### src/rtl/apple2_artifact_video_gen_if.sv
// rtl/apple2_artifact_video_gen_if.sv - video generator to artifact decoder/VGA timing bundle
interface apple2_artifact_video_gen_if #(
  parameter int COLOR_BITS = 8
);
  logic                  VIDEO;
  logic                  COLOR_LINE;
  logic [1:0]            SCREEN_MODE;
  logic                  HBL;
  logic                  VBL;
  logic                  VGA_HS;
  logic                  VGA_VS;
  logic                  VGA_HBL;
  logic                  VGA_VBL;
  logic [COLOR_BITS-1:0] VGA_R;
  logic [COLOR_BITS-1:0] VGA_G;
  logic [COLOR_BITS-1:0] VGA_B;

  modport master (
    output VIDEO, COLOR_LINE, SCREEN_MODE, HBL, VBL,
    input  VGA_HS, VGA_VS, VGA_HBL, VGA_VBL, VGA_R, VGA_G, VGA_B
  );

  modport slave (
    input  VIDEO, COLOR_LINE, SCREEN_MODE, HBL, VBL,
    output VGA_HS, VGA_VS, VGA_HBL, VGA_VBL, VGA_R, VGA_G, VGA_B
  );
endinterface

### src/rtl/apple2_artifact_video_gen.sv
// rtl/apple2_artifact_video_gen.sv - Apple ][ artifact-colour decoder and VGA sync generator
module apple2_artifact_video_gen #(
  parameter int COLOR_BITS  = 8,
  parameter int HSYNC_START = 694,
  parameter int HSYNC_LEN   = 68,
  parameter int VSYNC_LINE  = 33,
  parameter int VSYNC_LINES = 3,
  parameter int HBL_DELAY   = 9,
  parameter int HBL_TRIM    = 8
) (
  input logic                    CLK_14M,
  input logic                    RESET_N,
  apple2_artifact_video_gen_if.slave vid
);
  localparam int          HBL_TAPS = HBL_DELAY + HBL_TRIM + 1;
  localparam logic [10:0] HS_ON    = 11'(HSYNC_START);
  localparam logic [10:0] HS_OFF   = 11'(HSYNC_START + HSYNC_LEN);
  localparam logic [5:0]  VS_ON    = 6'(VSYNC_LINE);
  localparam logic [5:0]  VS_OFF   = 6'(VSYNC_LINE + VSYNC_LINES);
  // NTSC basis colours, entry 0 in the low byte
  localparam logic [31:0] BASIS_R  = 32'h70_08_37_50;
  localparam logic [31:0] BASIS_G  = 32'h07_2C_94_38;
  localparam logic [31:0] BASIS_B  = 32'h07_B0_10_38;

  logic                last_hbl;
  logic [10:0]         hcount;
  logic [5:0]          vcount;
  logic                line_mono;
  logic [1:0]          line_mode;
  logic [5:0]          shift;
  logic [HBL_TAPS-1:0] hbl_pipe;
  logic                hs_q, vs_q, vbl_q;
  logic [7:0]          r_q, g_q, b_q;
  logic [7:0]          bg_r, bg_g, bg_b, fg_r, fg_g, fg_b;
  logic [7:0]          pix_r, pix_g, pix_b;
  logic                line_start;
  logic                stable;

  assign line_start = last_hbl & ~vid.HBL;

  function automatic logic [7:0] mix(input logic [7:0] bg, input logic [31:0] tbl,
                                     input logic [1:0] p, input logic [3:0] s);
    logic [8:0] acc;
    logic [1:0] idx;
    acc = {1'b0, bg};
    for (int k = 0; k < 4; k++) begin
      idx = p + 2'(k + 1);
      if (s[k]) acc = acc + {1'b0, tbl[8*idx +: 8]};
    end
    return acc[8] ? 8'hFF : acc[7:0];
  endfunction

  always_comb begin
    {bg_r, bg_g, bg_b} = 24'h000000;
    {fg_r, fg_g, fg_b} = 24'hFFFFFF;
    {pix_r, pix_g, pix_b} = 24'h000000;
    case (line_mode)
      2'b10: begin {bg_r, bg_g, bg_b} = 24'h000F01; {fg_r, fg_g, fg_b} = 24'h00C001; end
      2'b11: begin {bg_r, bg_g, bg_b} = 24'h200801; {fg_r, fg_g, fg_b} = 24'hFF8001; end
      default: ;
    endcase
    // A repeating 4-bit pattern means a steady chroma phase; anything else is an edge
    stable = (shift[0] == shift[4]) && (shift[1] == shift[5]);
    if (line_mono) begin
      {pix_r, pix_g, pix_b} = shift[2] ? {fg_r, fg_g, fg_b} : {bg_r, bg_g, bg_b};
    end else if (stable) begin
      pix_r = mix(bg_r, BASIS_R, hcount[1:0], shift[4:1]);
      pix_g = mix(bg_g, BASIS_G, hcount[1:0], shift[4:1]);
      pix_b = mix(bg_b, BASIS_B, hcount[1:0], shift[4:1]);
    end else begin
      case (shift[3:2])
        2'b11:   {pix_r, pix_g, pix_b} = 24'hFFFFFF;
        2'b00:   {pix_r, pix_g, pix_b} = 24'h000000;
        default: {pix_r, pix_g, pix_b} = 24'h808080;
      endcase
    end
  end

  always_ff @(posedge CLK_14M or negedge RESET_N) begin
    if (!RESET_N) begin
      last_hbl  <= 1'b0;
      hcount    <= 11'd0;
      vcount    <= 6'd0;
      line_mono <= 1'b0;
      line_mode <= 2'b00;
      shift     <= 6'd0;
      hbl_pipe  <= '0;
      hs_q      <= 1'b0;
      vs_q      <= 1'b0;
      vbl_q     <= 1'b0;
      r_q       <= 8'd0;
      g_q       <= 8'd0;
      b_q       <= 8'd0;
    end else begin
      last_hbl <= vid.HBL;
      hbl_pipe <= {hbl_pipe[HBL_TAPS-2:0], last_hbl};
      if (line_start) begin
        hcount    <= 11'd0;
        vbl_q     <= vid.VBL;
        line_mono <= vid.COLOR_LINE | (vid.SCREEN_MODE != 2'b00);
        line_mode <= vid.SCREEN_MODE;
        if (!vid.VBL)               vcount <= 6'd0;
        else if (vcount != 6'd63)   vcount <= vcount + 6'd1;
      end else if (hcount != 11'd2047) begin
        hcount <= hcount + 11'd1;
      end
      if (hcount == HS_ON) begin
        hs_q <= 1'b1;
        if (vcount == VS_ON)  vs_q <= 1'b1;
        if (vcount == VS_OFF) vs_q <= 1'b0;
      end
      if (hcount == HS_OFF) hs_q <= 1'b0;
      // The sync-start clear restarts the artifact window for the next line
      shift <= (hcount == HS_ON) ? 6'd0 : {vid.VIDEO, shift[5:1]};
      r_q   <= pix_r;
      g_q   <= pix_g;
      b_q   <= pix_b;
    end
  end

  assign vid.VGA_HS  = hs_q;
  assign vid.VGA_VS  = vs_q;
  assign vid.VGA_VBL = vbl_q;
  assign vid.VGA_HBL = hbl_pipe[HBL_DELAY] & hbl_pipe[HBL_DELAY+HBL_TRIM];
  assign vid.VGA_R   = r_q[7 -: COLOR_BITS];
  assign vid.VGA_G   = g_q[7 -: COLOR_BITS];
  assign vid.VGA_B   = b_q[7 -: COLOR_BITS];
endmodule
### src/flat_wrapper.sv
// flat-port wrapper written by rule: the top's interface ports become plain ports
module apple2_artifact_video_gen_flat 
#(
  parameter int COLOR_BITS  = 8,
  parameter int HSYNC_START = 694,
  parameter int HSYNC_LEN   = 68,
  parameter int VSYNC_LINE  = 33,
  parameter int VSYNC_LINES = 3,
  parameter int HBL_DELAY   = 9,
  parameter int HBL_TRIM    = 8
)
  (CLK_14M, RESET_N, vid_VIDEO, vid_COLOR_LINE, vid_SCREEN_MODE, vid_HBL, vid_VBL, vid_VGA_HS, vid_VGA_VS, vid_VGA_HBL, vid_VGA_VBL, vid_VGA_R, vid_VGA_G, vid_VGA_B);
  apple2_artifact_video_gen_if #(.COLOR_BITS(COLOR_BITS)) vid_i ();
  input logic CLK_14M;
  input logic RESET_N;
  input wire logic [$bits(vid_i.VIDEO)-1:0] vid_VIDEO;
  input wire logic [$bits(vid_i.COLOR_LINE)-1:0] vid_COLOR_LINE;
  input wire logic [$bits(vid_i.SCREEN_MODE)-1:0] vid_SCREEN_MODE;
  input wire logic [$bits(vid_i.HBL)-1:0] vid_HBL;
  input wire logic [$bits(vid_i.VBL)-1:0] vid_VBL;
  output wire logic [$bits(vid_i.VGA_HS)-1:0] vid_VGA_HS;
  output wire logic [$bits(vid_i.VGA_VS)-1:0] vid_VGA_VS;
  output wire logic [$bits(vid_i.VGA_HBL)-1:0] vid_VGA_HBL;
  output wire logic [$bits(vid_i.VGA_VBL)-1:0] vid_VGA_VBL;
  output wire logic [$bits(vid_i.VGA_R)-1:0] vid_VGA_R;
  output wire logic [$bits(vid_i.VGA_G)-1:0] vid_VGA_G;
  output wire logic [$bits(vid_i.VGA_B)-1:0] vid_VGA_B;
  assign vid_i.VIDEO = vid_VIDEO;
  assign vid_i.COLOR_LINE = vid_COLOR_LINE;
  assign vid_i.SCREEN_MODE = vid_SCREEN_MODE;
  assign vid_i.HBL = vid_HBL;
  assign vid_i.VBL = vid_VBL;
  assign vid_VGA_HS = vid_i.VGA_HS;
  assign vid_VGA_VS = vid_i.VGA_VS;
  assign vid_VGA_HBL = vid_i.VGA_HBL;
  assign vid_VGA_VBL = vid_i.VGA_VBL;
  assign vid_VGA_R = vid_i.VGA_R;
  assign vid_VGA_G = vid_i.VGA_G;
  assign vid_VGA_B = vid_i.VGA_B;
  apple2_artifact_video_gen #(.COLOR_BITS(COLOR_BITS), .HSYNC_START(HSYNC_START), .HSYNC_LEN(HSYNC_LEN), .VSYNC_LINE(VSYNC_LINE), .VSYNC_LINES(VSYNC_LINES), .HBL_DELAY(HBL_DELAY), .HBL_TRIM(HBL_TRIM)) u_core (.CLK_14M(CLK_14M), .RESET_N(RESET_N), .vid(vid_i));
endmodule
### config.mk
export PLATFORM = sky130hd
export DESIGN_NAME = apple2_artifact_video_gen_flat
export DESIGN_NICKNAME = d
export VERILOG_FILES = /design/src/rtl/apple2_artifact_video_gen_if.sv /design/src/rtl/apple2_artifact_video_gen.sv /design/src/flat_wrapper.sv
export SDC_FILE = /design/constraint.sdc
export NUM_CORES = 1
export LEC_CHECK = 0
export CAP_MARGIN = 15
export CORE_ASPECT_RATIO = 1.75
export CORE_MARGIN = 2
export CORE_UTILIZATION = 30
export CTS_BUF_LIST = sky130_fd_sc_hd__clkbuf_8
export DETAILED_ROUTE_END_ITERATION = 8
export SETUP_SLACK_MARGIN = 0.02
export SLEW_MARGIN = 20
export SYNTH_ARGS = -nofsm -noshare
export SYNTH_HDL_FRONTEND = slang
export SYNTH_SLANG_ARGS = --single-unit
### constraint.sdc
create_clock -name CLK_14M -period 8.1 [get_ports CLK_14M]
set_input_delay 1.62 -clock CLK_14M [delete_from_list [all_inputs] [get_ports CLK_14M]]
set_output_delay 1.62 -clock CLK_14M [all_outputs]
set_load 0.02 [all_outputs]
Word level (Yosys, flattened, before mapping)
Cells that the tools add are included.
{ "op_classes": {"multipliers": 0, "div": 0, "add_sub_neg": 17, "n_bitwise": 4, "magnitude_cmp": 0, "eq_ne": 12, "n_shift": 12, "reduce_logical": 9, "n_mux": 62} }
{ "op_table": {"columns": ["cell", "n"], "rows": [
  ["32-bit by 6-bit variable part select with 8-bit output, first input constant", 12],
  ["9-bit two-way mux", 36],
  ["8-bit two-way mux", 11],
  ["9-bit by 8-bit adder with 9-bit output", 9],
  ["24-bit two-way mux", 1],
  ["6-bit two-way mux", 4],
  ["11-bit by 10-bit equality test with 1-bit output, second input constant", 2],
  ["11-bit two-way mux", 2],
  ["8-bit case mux with 2 select lines", 1],
  ["7-bit case mux with 2 select lines", 1],
  ["6-bit equality test, second input constant", 2],
  ["11-bit by 1-bit adder with 11-bit output, second input constant", 1],
  ["11-bit inequality test, second input constant", 1],
  ["1-bit by 8-bit adder with 9-bit output", 1],
  ["4-bit by 8-bit adder with 9-bit output", 1],
  ["6-bit by 8-bit adder with 9-bit output", 1],
  ["4-bit case mux with 2 select lines", 1],
  ["2-bit nonzero test", 4],
  ["6-bit by 1-bit adder with 6-bit output, second input constant", 1],
  ["2-bit equality test, second input constant", 3],
  ["6-bit inequality test, second input constant", 1],
  ["1-bit two-way mux", 5],
  ["2-bit adder, second input constant", 2],
  ["2-bit AND reduction", 2],
  ["other kinds (9)", 11]
]} }
{ "totals": {"latchBits": 0, "n_memories": 0, "ram_bits": 0, "regBits": 72, "romBits": 0, "in_bits": 8, "out_inout_bits": 28} }

Logic depth before layout (Yosys ltp)
{ "depth": {"depth_word": 22, "mapped_depth": 28, "ltp_nobuf": 28} }

Least setup slack after synthesis
OpenSTA, ideal clock, no wires.
{ "synth_path": {"path_type": "register to register", "from": "register u_core.hcount[0]", "to": "register u_core.g_q[2] (netlist: u_core.vid.VGA_G[2])", "synth_period_minus_slack_ns": 5.711, "n_path_buf": 0, "stages_incl_launch_ff": 29, "t_required_ns": 7.970, "t_arrival_ns": 5.581, "slack_ns": 2.389, "cell_sequence": "dfrtp_1 > inv_1 > ha_1 > inv_1 > ha_1 > nand2_1 > o21ai_0 > ha_1 > inv_1 > fa_1 > nand2_1 > o21ai_1 > inv_1 > ha_1 > a21o_1 > a21o_1 > a211oi_1 > nor2_1 > o21ai_1 > xnor2_1 > o21a_1 > ha_1 > inv_1 > a211oi_1 > nand3b_1 > mux2_4 > and4bb_4 > a2111oi_2 > o21ai_1"} }
{ "synth_via": {"elab_chain_cells": 21} }
{ "synth_lines": {"columns": ["element", "line_no", "text"], "rows": [
  ["start: declaration", "apple2_artifact_video_gen.sv:26", "logic [10:0] hcount;"],
  ["start signal: assignment", "apple2_artifact_video_gen.sv:105", "hcount <= hcount + 11'd1;"],
  ["2-bit by 1-bit adder with 2-bit output", "apple2_artifact_video_gen.sv:47", "idx = p + 2'(k + 1);"],
  ["32-bit by 6-bit variable part select with 8-bit output", "apple2_artifact_video_gen.sv:48", "if (s[k]) acc = acc + {1'b0, tbl[8*idx +: 8]};"],
  ["4-bit by 8-bit adder with 9-bit output", "apple2_artifact_video_gen.sv:48", null],
  ["9-bit two-way mux", "apple2_artifact_video_gen.sv:48", null],
  ["9-bit two-way mux", "apple2_artifact_video_gen.sv:66", "end else if (stable) begin"],
  ["9-bit two-way mux", "apple2_artifact_video_gen.sv:64", "if (line_mono) begin"],
  ["9-bit by 8-bit adder with 9-bit output", "apple2_artifact_video_gen.sv:48", null],
  ["9-bit two-way mux", "apple2_artifact_video_gen.sv:48", null],
  ["(+6 left out)", null, null],
  ["9-bit by 8-bit adder with 9-bit output", "apple2_artifact_video_gen.sv:48", null],
  ["9-bit two-way mux *", "apple2_artifact_video_gen.sv:48", null],
  ["9-bit two-way mux *", "apple2_artifact_video_gen.sv:66", null],
  ["9-bit two-way mux *", "apple2_artifact_video_gen.sv:64", null],
  ["8-bit two-way mux *", "apple2_artifact_video_gen.sv:50", "return acc[8] ? 8'hFF : acc[7:0];"],
  ["8-bit two-way mux *", "apple2_artifact_video_gen.sv:66", null],
  ["8-bit two-way mux *", "apple2_artifact_video_gen.sv:64", null],
  ["named net u_core.pix_g[2]", "apple2_artifact_video_gen.sv:35", "logic [7:0] pix_r, pix_g, pix_b;"],
  ["end signal: assignment", "apple2_artifact_video_gen.sv:116", "g_q <= pix_g;"],
  ["end: declaration", "apple2_artifact_video_gen.sv:33", "logic [7:0] r_q, g_q, b_q;"]
]} }
The timed path passes the listed nets; every way through them passes the cells marked *. The select of a mux whose other input is x is not followed.
A chain may end at the register's enable or synchronous reset.

Final worst setup path
Ends and elaborated chain as after synthesis.

==> impl_table.tex <==
\begin{tabular}{lr}
\hline
Metric & Value \\
\hline
\multicolumn{2}{l}{\textbf{Timing}} \\
Part of the cycle the worst path needs & 76.09\% \\
Worst hold slack after final layout & 0.3460 ns \\
Final worst slack & 1.936 ns \\
Fin Clk Skew & 0.02319 ns \\
Setup repair after global routing missed its margin & false \\
Worst slew margin relative to its limit & 38.25\% \\
Pin slew with the least headroom to its limit & 0.9263 ns \\
Setup TNS & 0 ns \\
Post-layout minimum cycle time & 6.164 ns \\
Number of failing hold endpoints at the final stage & 0 \\
Final setup viols & 0 \\
Fmax & 0.1622 GHz \\
Max-slew violation count & 0 \\
\multicolumn{2}{l}{\textbf{Placed design}} \\
Cell total after placement & 1,005 \\
Final HPWL from detailed placement & 13,210 µm \\
Total of buffers placed on input and output ports & 35 \\
Placer's final routability congestion estimate & 0.9153 \\
Worst setup slack after placement & 1.981 ns \\
\multicolumn{2}{l}{\textbf{Detailed routing}} \\
Residual antenna-violating net count after detailed routing & 0 \\
Average via count per standard cell & 5.354 \\
Total number of vias & 5,466 \\
Overall routed net length & 17,450 µm \\
Number of detailed-routing iterations run before antenna repair & 5 \\
Post-DR wirelength/cell & 17.09 µm \\
Drt initial violations & 300 \\
DRC violations left & 0 \\
\multicolumn{2}{l}{\textbf{Logic synthesis}} \\
EDFF count, synth & 0 \\
Total of warnings raised by yosys & 0 \\
Synth Cell Area & 6412 µm² \\
Number of storage elements in the synthesis netlist & 72 \\
Mean cell area of the mapped netlist & 8.772 µm² \\
Synth async-reset ratio & 100.0\% \\
Number of distinct library cells after synthesis & 66 \\
Post-synthesis instance total & 731 \\
Sequential cell area fraction in the yosys report & 28.10\% \\
Post-synth top area share & 28.10\% \\
Cell type with the highest aggregate area in the netlist & dfrtp\_1 \\
Most common flop cell mapped by yosys & dfrtp\_1 \\
Syn\_nets & 830 \\
Cells taking the most area after synthesis & dfrtp\_1, ha\_1, a21oi\_1, nand2\_1, o21ai\_0 \\
\multicolumn{2}{l}{\textbf{Setup path}} \\
Required time of the critical path & 8.36 ns \\
Reg2Reg Launch Point & u\_core.hcount[0] \\
Register-to-register setup slack & 1.94 ns \\
Most prevalent standard cell on the critical path & ha\_1 \\
Worst Setup End Kind & flip-flop \\
Arrival @ worst endpoint & 6.42 ns \\
Worst-path maximum fanout & 16 \\
Max incr delay on CP & 0.78 ns \\
Worst path buffer plus inverter count & 3 \\
Path type of the worst setup path & flip-flop to flip-flop \\
Top Family by Delay on Critical Path & adder cells \\
Crit-path slowest cell & dfrtp\_1 \\
Cells traversed along the worst timing path & inv\_1 -> ha\_1 -> inv\_1 -> nand2\_1 -> ha\_1 -> o21ai\_0 -> o21bai\_1 -> a21oi\_1 -> xnor2\_1 -> mux2\_2 -> ha\_1 -> o21ai\_0 -> nor2\_1 -> o21ai\_1 -> xnor2\_1 -> o21a\_1 -> ha\_1 -> inv\_1 -> a211oi\_1 -> nand3b\_1 -> mux2\_4 -> and4bb\_4 -> a2111oi\_2 -> o21ai\_1 \\
Worst r2r path cells & 24 \\
Startpoint kind of the worst setup timing path & flip-flop \\
Endpoint of the worst register-to-register path & u\_core.vid.VGA\_G[2] \\
\multicolumn{2}{l}{\textbf{Clock tree}} \\
CTS tree & done \\
Clock slew at reported path FFs & 0.10 ns \\
Number of buffers inserted during clock tree synthesis & 9 \\
Sink count of the clock tree & 72 \\
Hold-fix buffers at CTS & 0 \\
Max Buffers Root-to-Sink & 2 \\
Clock latency on the worst-skew pair & 0.37 ns \\
Post-CTS setup-driven buffer insertion count & 0 \\
Depth of the CTS H-tree & 3 \\
Post-CTS Resized & 0 \\
Root buffer selected by CTS & clkbuf\_8 \\
\multicolumn{2}{l}{\textbf{Floorplanning}} \\
Initial cell density of the core & 30.63\% \\
Boundary Pins & 36 \\
Total die area & 22,610 µm² \\
Area of the placeable core & 20,930 µm² \\
Overall die height & 197.4 µm \\
Die extent in x & 114.5 µm \\
Number of standard-cell rows in the floorplan & 70 \\
\multicolumn{2}{l}{\textbf{Global route}} \\
Total grt overflow & 0 \\
Largest net degree at the start of global routing & 73 \\
Global routing usage summed across all routing layers & 16.03\% \\
Initial antenna violation count & 0 \\
Vias in the first global route & 5,530 \\
Wire length of the first global-routing pass & 28,140 µm \\
\multicolumn{2}{l}{\textbf{Finish}} \\
P\&R area growth vs syn & 13.39\% \\
Share of layout cells above drive strength 1 & 7.282\% \\
Final-stage net count & 863 \\
Area of combinational cells with multiple inputs & 4334 µm² \\
Sequential cell area & 1802 µm² \\
Fin cells & 1,021 \\
Antenna Diode Count & 0 \\
Number of fill cells & 2,160 \\
\multicolumn{2}{l}{\textbf{Run status}} \\
Status & finished, final reports clean \\
\multicolumn{2}{l}{\textbf{Worst hold path}} \\
Worst hold path endpoint & u\_core.hbl\_pipe[9] \\
Startpoint of the lowest-slack hold path & u\_core.hbl\_pipe[8] \\
Min-Delay Path Depth & 0 \\
Worst hold path type & flip-flop to flip-flop \\
\multicolumn{2}{l}{\textbf{Pwr}} \\
Leakage Power & 0.003337 µW \\
Total power density per cell area & 318.8 nW/µm² \\
Worst VDD drop & 0.1390 mV \\
\multicolumn{2}{l}{\textbf{Flow run}} \\
Number of max-cap violations & 0 \\
\hline
\end{tabular}
[layout by cell type (no fill, tap or decap), types with 15 or more instances in the layout]
master | Yosys | final
a21o_1 | 22 | 22
a21oi_1 | 57 | 57
a31oi_1 | 18 | 18
clkdlybuf4s50_1 | 0 | 34
dfrtp_1 | 72 | 72
ha_1 | 80 | 80
inv_1 | 46 | 47
nand2_1 | 67 | 67
nor2_1 | 54 | 54
nor2b_1 | 15 | 15
o21ai_0 | 50 | 50
xnor2_1 | 28 | 28
xor2_1 | 19 | 19
[how the worst max path moves through the flow]
stage	slack, ns	end	depth (start not counted)	from
2_1_floorplan	2.39	u_core.vid.VGA_G[2]	28	u_core.hcount[0]
3_3_place_gp	2.13	u_core.vid.VGA_G[2]	28	u_core.hcount[0]
3_5_place_dp	1.98	u_core.vid.VGA_G[2]	24	u_core.hcount[0]
4_1_cts	1.95	u_core.vid.VGA_G[2]	24	u_core.hcount[0]
5_1_grt	1.44	u_core.vid.VGA_G[2]	24	u_core.hcount[0]
6_report	1.94	u_core.vid.VGA_G[2]	24	u_core.hcount[0]
[through the flow]
stage	power (µW)	utilization (%)	cell area (µm²)
floorplan	1585	-	6412
global placement	1963	33.68	7051
detailed placement	1981	33.68	7051
CTS	2334	34.73	7271
global route	2533	34.73	7271
finish	2318	34.73	7271
[final cells by class]
| type | count | share of cell area (%) |
|---|---|---|
| multi-input combinational | 587 | 59.61 |
| sequential | 72 | 24.78 |
| timing repair buffer | 43 | 5.610 |
| tap | 252 | 4.337 |
| inverter | 51 | 2.633 |
| clock buffer | 9 | 1.704 |
| clock inverter | 7 | 1.325 |
[layer usage]
metal / GRT usage [%] / share of wire (%) / vias up / routed length [µm]
met5: 0 / 0 / - / 0
met4: 7.678 / 4.4 / 0 / 772
met3: 1.872 / 2.6 / 42 / 457
met2: 30.16 / 54 / 116 / 9404
met1: 17.39 / 39 / 2635 / 6813
li1: - / - / 2673 / -
[state kept, by name, indices dropped and copies added (netlist names)]
name and cells:
u_core.vid.VGA_R 8, u_core.line_mono 1, u_core.vid.VGA_G 8, u_core.vid.VGA_B 8, u_core.line_mode 2, u_core.hbl_pipe 18
u_core.shift 6, u_core.last_hbl 1, u_core.vcount 6, u_core.vid.VGA_HS 1, u_core.vid.VGA_VBL 1, u_core.vid.VGA_VS 1
u_core.hcount 11
[cells by family (layout without fill, tap and decap cells)]
family	Yosys count	after routing	synth area share, %
simple gates	197	197	14.87
mux	27	27	4.546
flops	72	72	28.10
buf+inv	72	110	4.312
fa+ha+maj	91	91	19.04
xor+xnor	48	48	6.771
compound gates	224	224	22.36
[power breakdown]
| group | internal (µW) | switching [µW] | leakage [µW] |
|---|---|---|---|
| logic | 655 | 869 | 0.00234 |
| registers | 417 | 41.9 | 0.000885 |
| clock network | 175 | 160 | 0.000113 |
[Yosys cell counts, drive strengths merged, types with 8 or more instances]
library cell	instances
a211oi	13
a21o	22
a21oi	57
a31oi	18
and2	8
clkbuf	15
dfrtp	72
fa	11
ha	80
inv	51
mux2	14
mux2i	13
nand2	67
nand3	12
nor2	55
nor2b	15
o21a	11
o21ai	59
o21bai	9
xnor2	28
xor2	19
[worst reg2reg max path, stage by stage (launching register included)]
cell and delay [ns]:
dfrtp_1 0.78, inv_1 0.28, ha_1 0.42, inv_1 0.36, nand2_1 0.34, ha_1 0.43
o21ai_0 0.12, o21bai_1 0.09, a21oi_1 0.23, xnor2_1 0.09, mux2_2 0.29, ha_1 0.33
o21ai_0 0.10, nor2_1 0.15, o21ai_1 0.09, xnor2_1 0.16, o21a_1 0.18, ha_1 0.31
inv_1 0.05, a211oi_1 0.24, nand3b_1 0.11, mux2_4 0.29, and4bb_4 0.22, a2111oi_2 0.30
o21ai_1 0.11
Note: power is estimated with default switching activity, not from simulation.
